`src/rtl/pc_pkg.sv`:
```
// rtl/pc_pkg.sv - shared constants and FSM encoding for the PC fetch slice
package pc_pkg;

    localparam int ADDR_W = 32;
    localparam logic [ADDR_W-1:0] PC_STEP = 32'd4;

    typedef enum logic {
        S_FETCH = 1'b0,
        S_ISSUE = 1'b1
    } fetch_state_t;

endpackage

```
`src/rtl/pc_next_sel.sv`:
```
// rtl/pc_next_sel.sv - next-PC selection (increment, redirect, alignment/trap); PC_MISALIGN_TRAP_EN enables the trap
module pc_next_sel
    import pc_pkg::*;
#(
    parameter logic [ADDR_W-1:0] TRAP_VECTOR = 32'h0000_0100
) (
    input  logic [ADDR_W-1:0] i_pc,
    input  logic              i_branch,
    input  logic [ADDR_W-1:0] i_target,
    output logic [ADDR_W-1:0] o_next_pc,
    output logic              o_misalign
);

`ifdef PC_MISALIGN_TRAP_EN
    localparam bit TRAP_EN = 1'b1;
`else
    localparam bit TRAP_EN = 1'b0;
`endif

    logic w_misaligned;

    // A misaligned taken redirect only diverts to the trap vector when trapping is built in;
    // otherwise the low address bits are simply dropped.
    assign w_misaligned = TRAP_EN && i_branch && (i_target[1:0] != 2'b00);

    // Priority: trap, then redirect (word aligned), then sequential step wrapping mod 2^32
    always_comb begin
        o_next_pc = i_pc + PC_STEP;
        if (w_misaligned) begin
            o_next_pc = TRAP_VECTOR;
        end else if (i_branch) begin
            o_next_pc = {i_target[ADDR_W-1:2], 2'b00};
        end
    end

    assign o_misalign = w_misaligned;

endmodule

```
`src/rtl/pc_fetch.sv`:
```
// rtl/pc_fetch.sv - two-state fetch/issue program counter unit; PC_MISALIGN_TRAP_EN selects misaligned-redirect trapping
module pc_fetch
    import pc_pkg::*;
#(
    parameter logic [ADDR_W-1:0] RESET_VECTOR = 32'h0000_0000,
    parameter logic [ADDR_W-1:0] TRAP_VECTOR  = 32'h0000_0100
) (
    input  logic              Clk,
    input  logic              Reset,
    input  logic              BranchMux,
    input  logic [ADDR_W-1:0] BranchTarget,
    input  logic              Stall,
    input  logic              ImemReady,
    input  logic [31:0]       ImemData,
    output logic              ImemReq,
    output logic [ADDR_W-1:0] ImemAddr,
    output logic [ADDR_W-1:0] Pc,
    output logic [31:0]       Instr,
    output logic              InstrValid,
    output logic [31:0]       InstrCount,
    output logic              MisalignErr
);

    fetch_state_t      r_state;
    logic [ADDR_W-1:0] r_pc;
    logic [31:0]       r_instr;
    logic [31:0]       r_count;
    logic              r_misalign;
    logic              r_req;
    logic              r_valid;

    logic [ADDR_W-1:0] w_next_pc;
    logic              w_misalign;

    pc_next_sel #(
        .TRAP_VECTOR (TRAP_VECTOR)
    ) u_next_sel (
        .i_pc       (r_pc),
        .i_branch   (BranchMux),
        .i_target   (BranchTarget),
        .o_next_pc  (w_next_pc),
        .o_misalign (w_misalign)
    );

    // Fetch/issue FSM with registered request and valid flags
    always_ff @(posedge Clk) begin
        if (Reset) begin
            r_state    <= S_FETCH;
            r_pc       <= RESET_VECTOR;
            r_instr    <= 32'd0;
            r_count    <= 32'd0;
            r_misalign <= 1'b0;
            r_req      <= 1'b1;
            r_valid    <= 1'b0;
        end else begin
            case (r_state)
                S_FETCH: begin
                    if (ImemReady) begin
                        r_instr <= ImemData;
                        r_state <= S_ISSUE;
                        r_req   <= 1'b0;
                        r_valid <= 1'b1;
                    end
                end
                S_ISSUE: begin
                    if (!Stall) begin
                        r_pc       <= w_next_pc;
                        r_count    <= r_count + 32'd1;
                        r_misalign <= r_misalign | w_misalign;
                        r_state    <= S_FETCH;
                        r_req      <= 1'b1;
                        r_valid    <= 1'b0;
                    end
                end
                default: begin
                    r_state <= S_FETCH;
                    r_req   <= 1'b1;
                    r_valid <= 1'b0;
                end
            endcase
        end
    end

    // Request is suppressed while reset is held so an abandoned fetch never reaches memory
    assign ImemReq     = r_req & ~Reset;
    assign ImemAddr    = r_pc;
    assign Pc          = r_pc;
    assign Instr       = r_instr;
    assign InstrValid  = r_valid;
    assign InstrCount  = r_count;
    assign MisalignErr = r_misalign;

endmodule

```
`config.mk`:
```
export PLATFORM = sky130hd
export DESIGN_NAME = pc_fetch
export DESIGN_NICKNAME = d
export VERILOG_FILES = /design/src/rtl/pc_pkg.sv /design/src/rtl/pc_next_sel.sv /design/src/rtl/pc_fetch.sv
export SDC_FILE = /design/constraint.sdc
export NUM_CORES = 1
export LEC_CHECK = 0
export ABC_CLOCK_PERIOD_IN_PS = 2500
export CORE_UTILIZATION = 35
export DETAILED_ROUTE_END_ITERATION = 16
export HOLD_SLACK_MARGIN = 0.06
export PLACE_DENSITY_LB_ADDON = 0.3
export SKIP_LAST_GASP = 1
export SLEW_MARGIN = 5
export SYNTH_ARGS = -nofsm -noshare
export SYNTH_HDL_FRONTEND = slang
export SYNTH_HIERARCHICAL = 1
export SYNTH_SLANG_ARGS = --single-unit
export TNS_END_PERCENT = 10
```
`constraint.sdc`:
```
create_clock -name Clk -period 2.5 [get_ports Clk]
set_input_delay 0.5 -clock Clk [delete_from_list [all_inputs] [get_ports Clk]]
set_output_delay 0.5 -clock Clk [all_outputs]
set_load 0.005 [all_outputs]
```
== Word level (Yosys, flattened, before mapping) ==
Index checks and enable logic that the tools add are counted.
Widths: inputs -> output; s select.

* Register bits after elaboration: 99
* Bits of input ports: 69
* Word-level logic and storage cells: 27

* Add/sub/neg operators: 2
* Eq/ne operators: 2
* Mux-type cells: 10
* Bitwise operators: 4
* Reduce and logical (&&, ||, !) cells: 3

{| class="wikitable"
|+ Operators with widths
! cell !! count
|-
| $add 32x1->32 const B || 1
|-
| $add 32x3->32 const B || 1
|-
| $mux 32 || 1
|-
| $mux 1 || 6
|-
| $pmux 1 s2 || 3
|-
| $reduce_and 2->1 || 3
|-
| $ne 2x2->1 const B || 2
|-
| $not 1->1 || 3
|-
| $and 1x1->1 || 1
|}

== Depth between registers and ports, before layout ==
* Word-level depth: 3
* Gate-level depth with buffers: 8
* Depth with buffers taken out: 7

== By module ==
The synthesis kept the hierarchy.

{| class="wikitable"
|+ Modules (own cells, without submodules)
! module !! instances !! cells each !! area each (um2) !! seq. area each (um2)
|-
| pc_fetch || 1 || 499 || 4053.9 || 2001.9
|-
| pc_next_sel || 1 || 177 || 1032.2 || 0.0
|}

== Worst setup path before layout ==
Ideal clock, no wire load.

* Path kind: reg-to-reg
* Start: reg r_pc[2] (netlist: ImemAddr[2])
* End: reg r_pc[22] (netlist: ImemAddr[22])
* Setup time: 0.070 ns
* Arrival time: 2.093 ns
* Required time: 2.430 ns
* Path slack: 0.336 ns
* Stages on the path, launching flop included: 9
* Buffers on the path: 1
* Period minus slack after synthesis: 2.164 ns
* Cell sequence: dfxtp_1 > ha_1 > nand3_1 > or3_1 > clkbuf_1 > or4_1 > a31oi_1 > nand2_1 > a21oi_1

* Cells in the longest elaborated chain, start to end: 2

{| class="wikitable"
|+ Ends and longest elaborated chain
! item !! line !! RTL
|-
| start: declaration || pc_fetch.sv:25 || <nowiki>logic [ADDR_W-1:0] r_pc;</nowiki>
|-
| start signal: assignment || pc_fetch.sv:67 || <nowiki>r_pc <= w_next_pc;</nowiki>
|-
| $add 32x3->32 || pc_next_sel.sv:28 || <nowiki>o_next_pc = i_pc + PC_STEP;</nowiki>
|-
| $mux 32 || pc_next_sel.sv:31 || <nowiki>end else if (i_branch) begin</nowiki>
|-
| via w_next_pc[22] || pc_fetch.sv:32 || <nowiki>logic [ADDR_W-1:0] w_next_pc;</nowiki>
|}

The timed path passes the listed nets, and every way through them passes these cells.
A chain may end at the register's enable or synchronous reset.

== Worst setup path after layout ==
* Start: reg r_pc[2] (netlist: ImemAddr[2])
* End: reg r_pc[26] (netlist: ImemAddr[26])

Same word-level chain as after synthesis.

==> flow_summary_export.csv <==
group,metric,value,unit
floorplan,start_util,36.22,%
logic_synthesis,async_reset_ff_share,0,%
worst_setup_path,path_class,"reg2reg",
logic_synthesis,syn_avg_cell_area,7.524,sq um
clock_network,insertion_delay,0.34,ns
grt,first_global_vias,4607,
worst_setup_path,crit_family,"simple AND/OR/NAND/NOR gates",
logic_synthesis,synthesis.area,5086,sq um
logic_synthesis,synthesis.nets,747,
timing,fin_crit,2.277,ns
grt,grt.met1_usage,24.42,%
worst_setup_path,critPathCaptureType,"flip-flop",
logic_synthesis,ys_top_cells_by_area,"dfxtp_1 39%, nand2_1 12%, a21oi_1 8.7%, buf_4 4.9%, o21ai_0 3.0%",
floorplan,die_width,122.5,um
clock_network,cts_hold_buf,0,
worst_setup_path,path_max_fanout,12,
grt,grt_pass1_wl,22.76,mm
grt,grt_max_degree,101,
final_layout,drive_gt1_share,7.774,%
clock_network,cts_tree,"yes",
worst_hold_path,hp-start,"Instr[8]",
grt,use_met3,5.344,%
clock_network,path_clk_slew,0.07,ns
grt,grt_usage,18.97,%
timing,rsz0062_at_grt,"no",
status,outcome,"finished, final reports clean",
floorplan,rows,43,
routing,ant_nets,0,
placement,place_area,7128,sq um
logic_synthesis,ys_seq_area_share,39.36,%
final_layout,antenna_cells,0,
timing,fin_skew,0.006900,ns
clock_network,h-tree-depth,3,
worst_setup_path,start_kind,"flip-flop",
worst_setup_path,crit_chain,"ha_1 > nand3_1 > or3_1 > or4_1 > a31oi_1 > nand2_1 > a21oi_1",
floorplan,dieArea,15020,sq um
worst_setup_path,regToRegStartpoint,"ImemAddr[2]",
grt,grt_use_met2,30.44,%
power,power_density,480.2,nW/um^2
floorplan,core-area,14040,sq um
final_layout,synthToLayoutAreaGrowth,46.05,%
logic_synthesis,synth_warnings,6,
worst_hold_path,worst_hold_path.endpoint,"Instr[8]",
timing,setup_tns,0,ns
logic_synthesis,synth_top_area_share,39.36,%
worst_setup_path,rr_worst_depth,7,
timing,setup_viol,0,
grt,grt.overflow.total,0,
logic_synthesis,synth_edf_count,0,
timing,slew_viol_final,0,
placement,portBuffers,197,
clock_network,cts_buffers,9,
timing,slew_headroom,26.50,%
worst_setup_path,timing.critical_path.buf_inv,0,
logic_synthesis,ys.flop_type,"dfxtp_1",
clock_network,cts_buffer_depth,2,
logic_synthesis,synth.distinct_cells,48,
final_layout,n_fill_cell,1329,
floorplan,die_y,122.5,um
clock_network,cts_root_buffer,"clkbuf_16",
timing,worst_slew_pin_slew,1.103,ns
worst_hold_path,hold_depth,2,
routing,drt-pass1-iter-count,4,
worst_setup_path,cp_slowest_stage_delay,0.59,ns
worst_setup_path,reg2reg_setup_slack,0.22,ns
routing,drc,0,
final_layout,layout_common_cells,"196 x clkdlybuf4s50_1, 168 x nand2_1, 100 x dfxtp_1",
timing,hold_viol,0,
routing,num_vias,5187,
routing,post_drt_via_cell_ratio,5.041,
worst_setup_path,crit_required,2.77,ns
routing,drt_iter0_drc,286,
placement,post-dp-hpwl,9.700,mm
routing,wl,14.13,mm
clock_network,cts_sinks,100,
timing,fmax,439.1,MHz
floorplan,ioPinCount,200,
grt,antenna_found_initial,0,
worst_hold_path,hp-class,"reg2reg",
placement,place.gp.congestion,0.8008,
power,p_leak,2.484,nW
job,cap_violations,0,
timing,timing.final.crit_share,91.09,%
final_layout,finish.instance_area,7428,sq um
final_layout,finish.net_count,915,
clock_network,ctsResizeCount,0,
grt,top_usage_layer,"met2",
logic_synthesis,synthCells,676,
power,total_power,0.003567,W
worst_setup_path,crit_slowest_cell,"or3_1",
worst_setup_path,r2r_end,"ImemAddr[26]",
clock_network,cts_setup_buffers,0,
power,ir_drop,0.0004172,V
logic_synthesis,synth_seq_cells,100,
logic_synthesis,yosysTopAreaCell,"dfxtp_1",
worst_setup_path,cp_data_arrival_time,2.54,ns
final_layout,final_common_cell,"clkdlybuf4s50_1",
routing,wl_per_cell,13.73,um
-- cell families after synthesis --
family	Yosys count	synth area share [%]
AO/OA/AOI/OAI	150	16.31
multiplexers	1	0.2214
other	1	0.07373
AND/OR/NAND/NOR	311	29.86
adder cells (fa/ha/maj)	2	0.4919
flip-flops	100	39.36
XOR/XNOR	24	4.133
buffers and inverters	87	9.545
-- synth_stat cells (6+ instances only) --
master	number
or4_1	19
clkbuf_1	38
nand3_1	22
a31oi_1	9
nor2_1	26
nand2_1	168
buf_4	33
a21oi_1	88
nor2b_1	6
inv_1	10
nand4_1	16
o21ai_0	30
xor2_1	9
o31ai_1	15
dfxtp_1	100
nor3_1	7
or3_1	12
xnor2_1	15
-- worst max-delay path by stage --
| stage | depth (start not counted) | from | end |
|---|---|---|---|
| CTS | 7 | ImemAddr[2] | ImemAddr[28] |
| floorplan | 8 | ImemAddr[2] | ImemAddr[22] |
| global placement | 6 | Stall | InstrCount[21] |
| global route | 7 | ImemAddr[3] | ImemAddr[28] |
| detailed placement | 6 | Stall | InstrCount[21] |
| finish | 7 | ImemAddr[2] | ImemAddr[26] |
-- worst register-to-register path: stages, from the launching register on --
cell     delay (ns)
dfxtp_1        0.33
ha_1           0.21
nand3_1        0.18
or3_1          0.59
or4_1          0.52
a31oi_1        0.19
nand2_1        0.07
a21oi_1        0.11
-- sequential cells by signal, indices dropped and copies added, names as in the netlist --
| signal | cells |
|---|---|
| r_req | 1 |
| Instr | 32 |
| InstrValid | 1 |
| MisalignErr | 1 |
| r_state | 1 |
| ImemAddr | 32 |
| InstrCount | 32 |
-- layout make-up --
cell class	count	area (sq um)	area share [%]
flip-flops and latches	100	2002	26.95
repair buffers	234	2260	30.42
inverters	10	37.54	0.5053
multi-input cells	489	2604	35.05
clock buffers	11	232.7	3.133
clock inverters	5	67.56	0.9096
well taps	180	225.2	3.032
-- stage by stage --
step	hold WS, ns	cells	worst slack [ns]	util, %
final	0.4543	1029	0.2229	52.90
after global routing	0.4680	1029	0.07820	52.90
after CTS	0.4562	1029	0.2275	52.90
after detailed placement	0.4434	1013	0.1704	50.76
after global placement	0.4407	1013	0.1961	50.76
after floorplan	0.4280	676	0.3362	-
-- report_power, final --
group | switching [W] | internal, W
combinational | 0.000192 | 0.000264
sequential | 0.0000338 | 0.00164
clock | 0.000640 | 0.000796
-- layer usage --
metal / up-vias / share of wire (%)
li1: 2649 / -
met1: 2375 / 45
met2: 149 / 47
met3: 14 / 6.2
met4: 0 / 1.4
met5: - / 0
(Power assumes the default switching activity.)
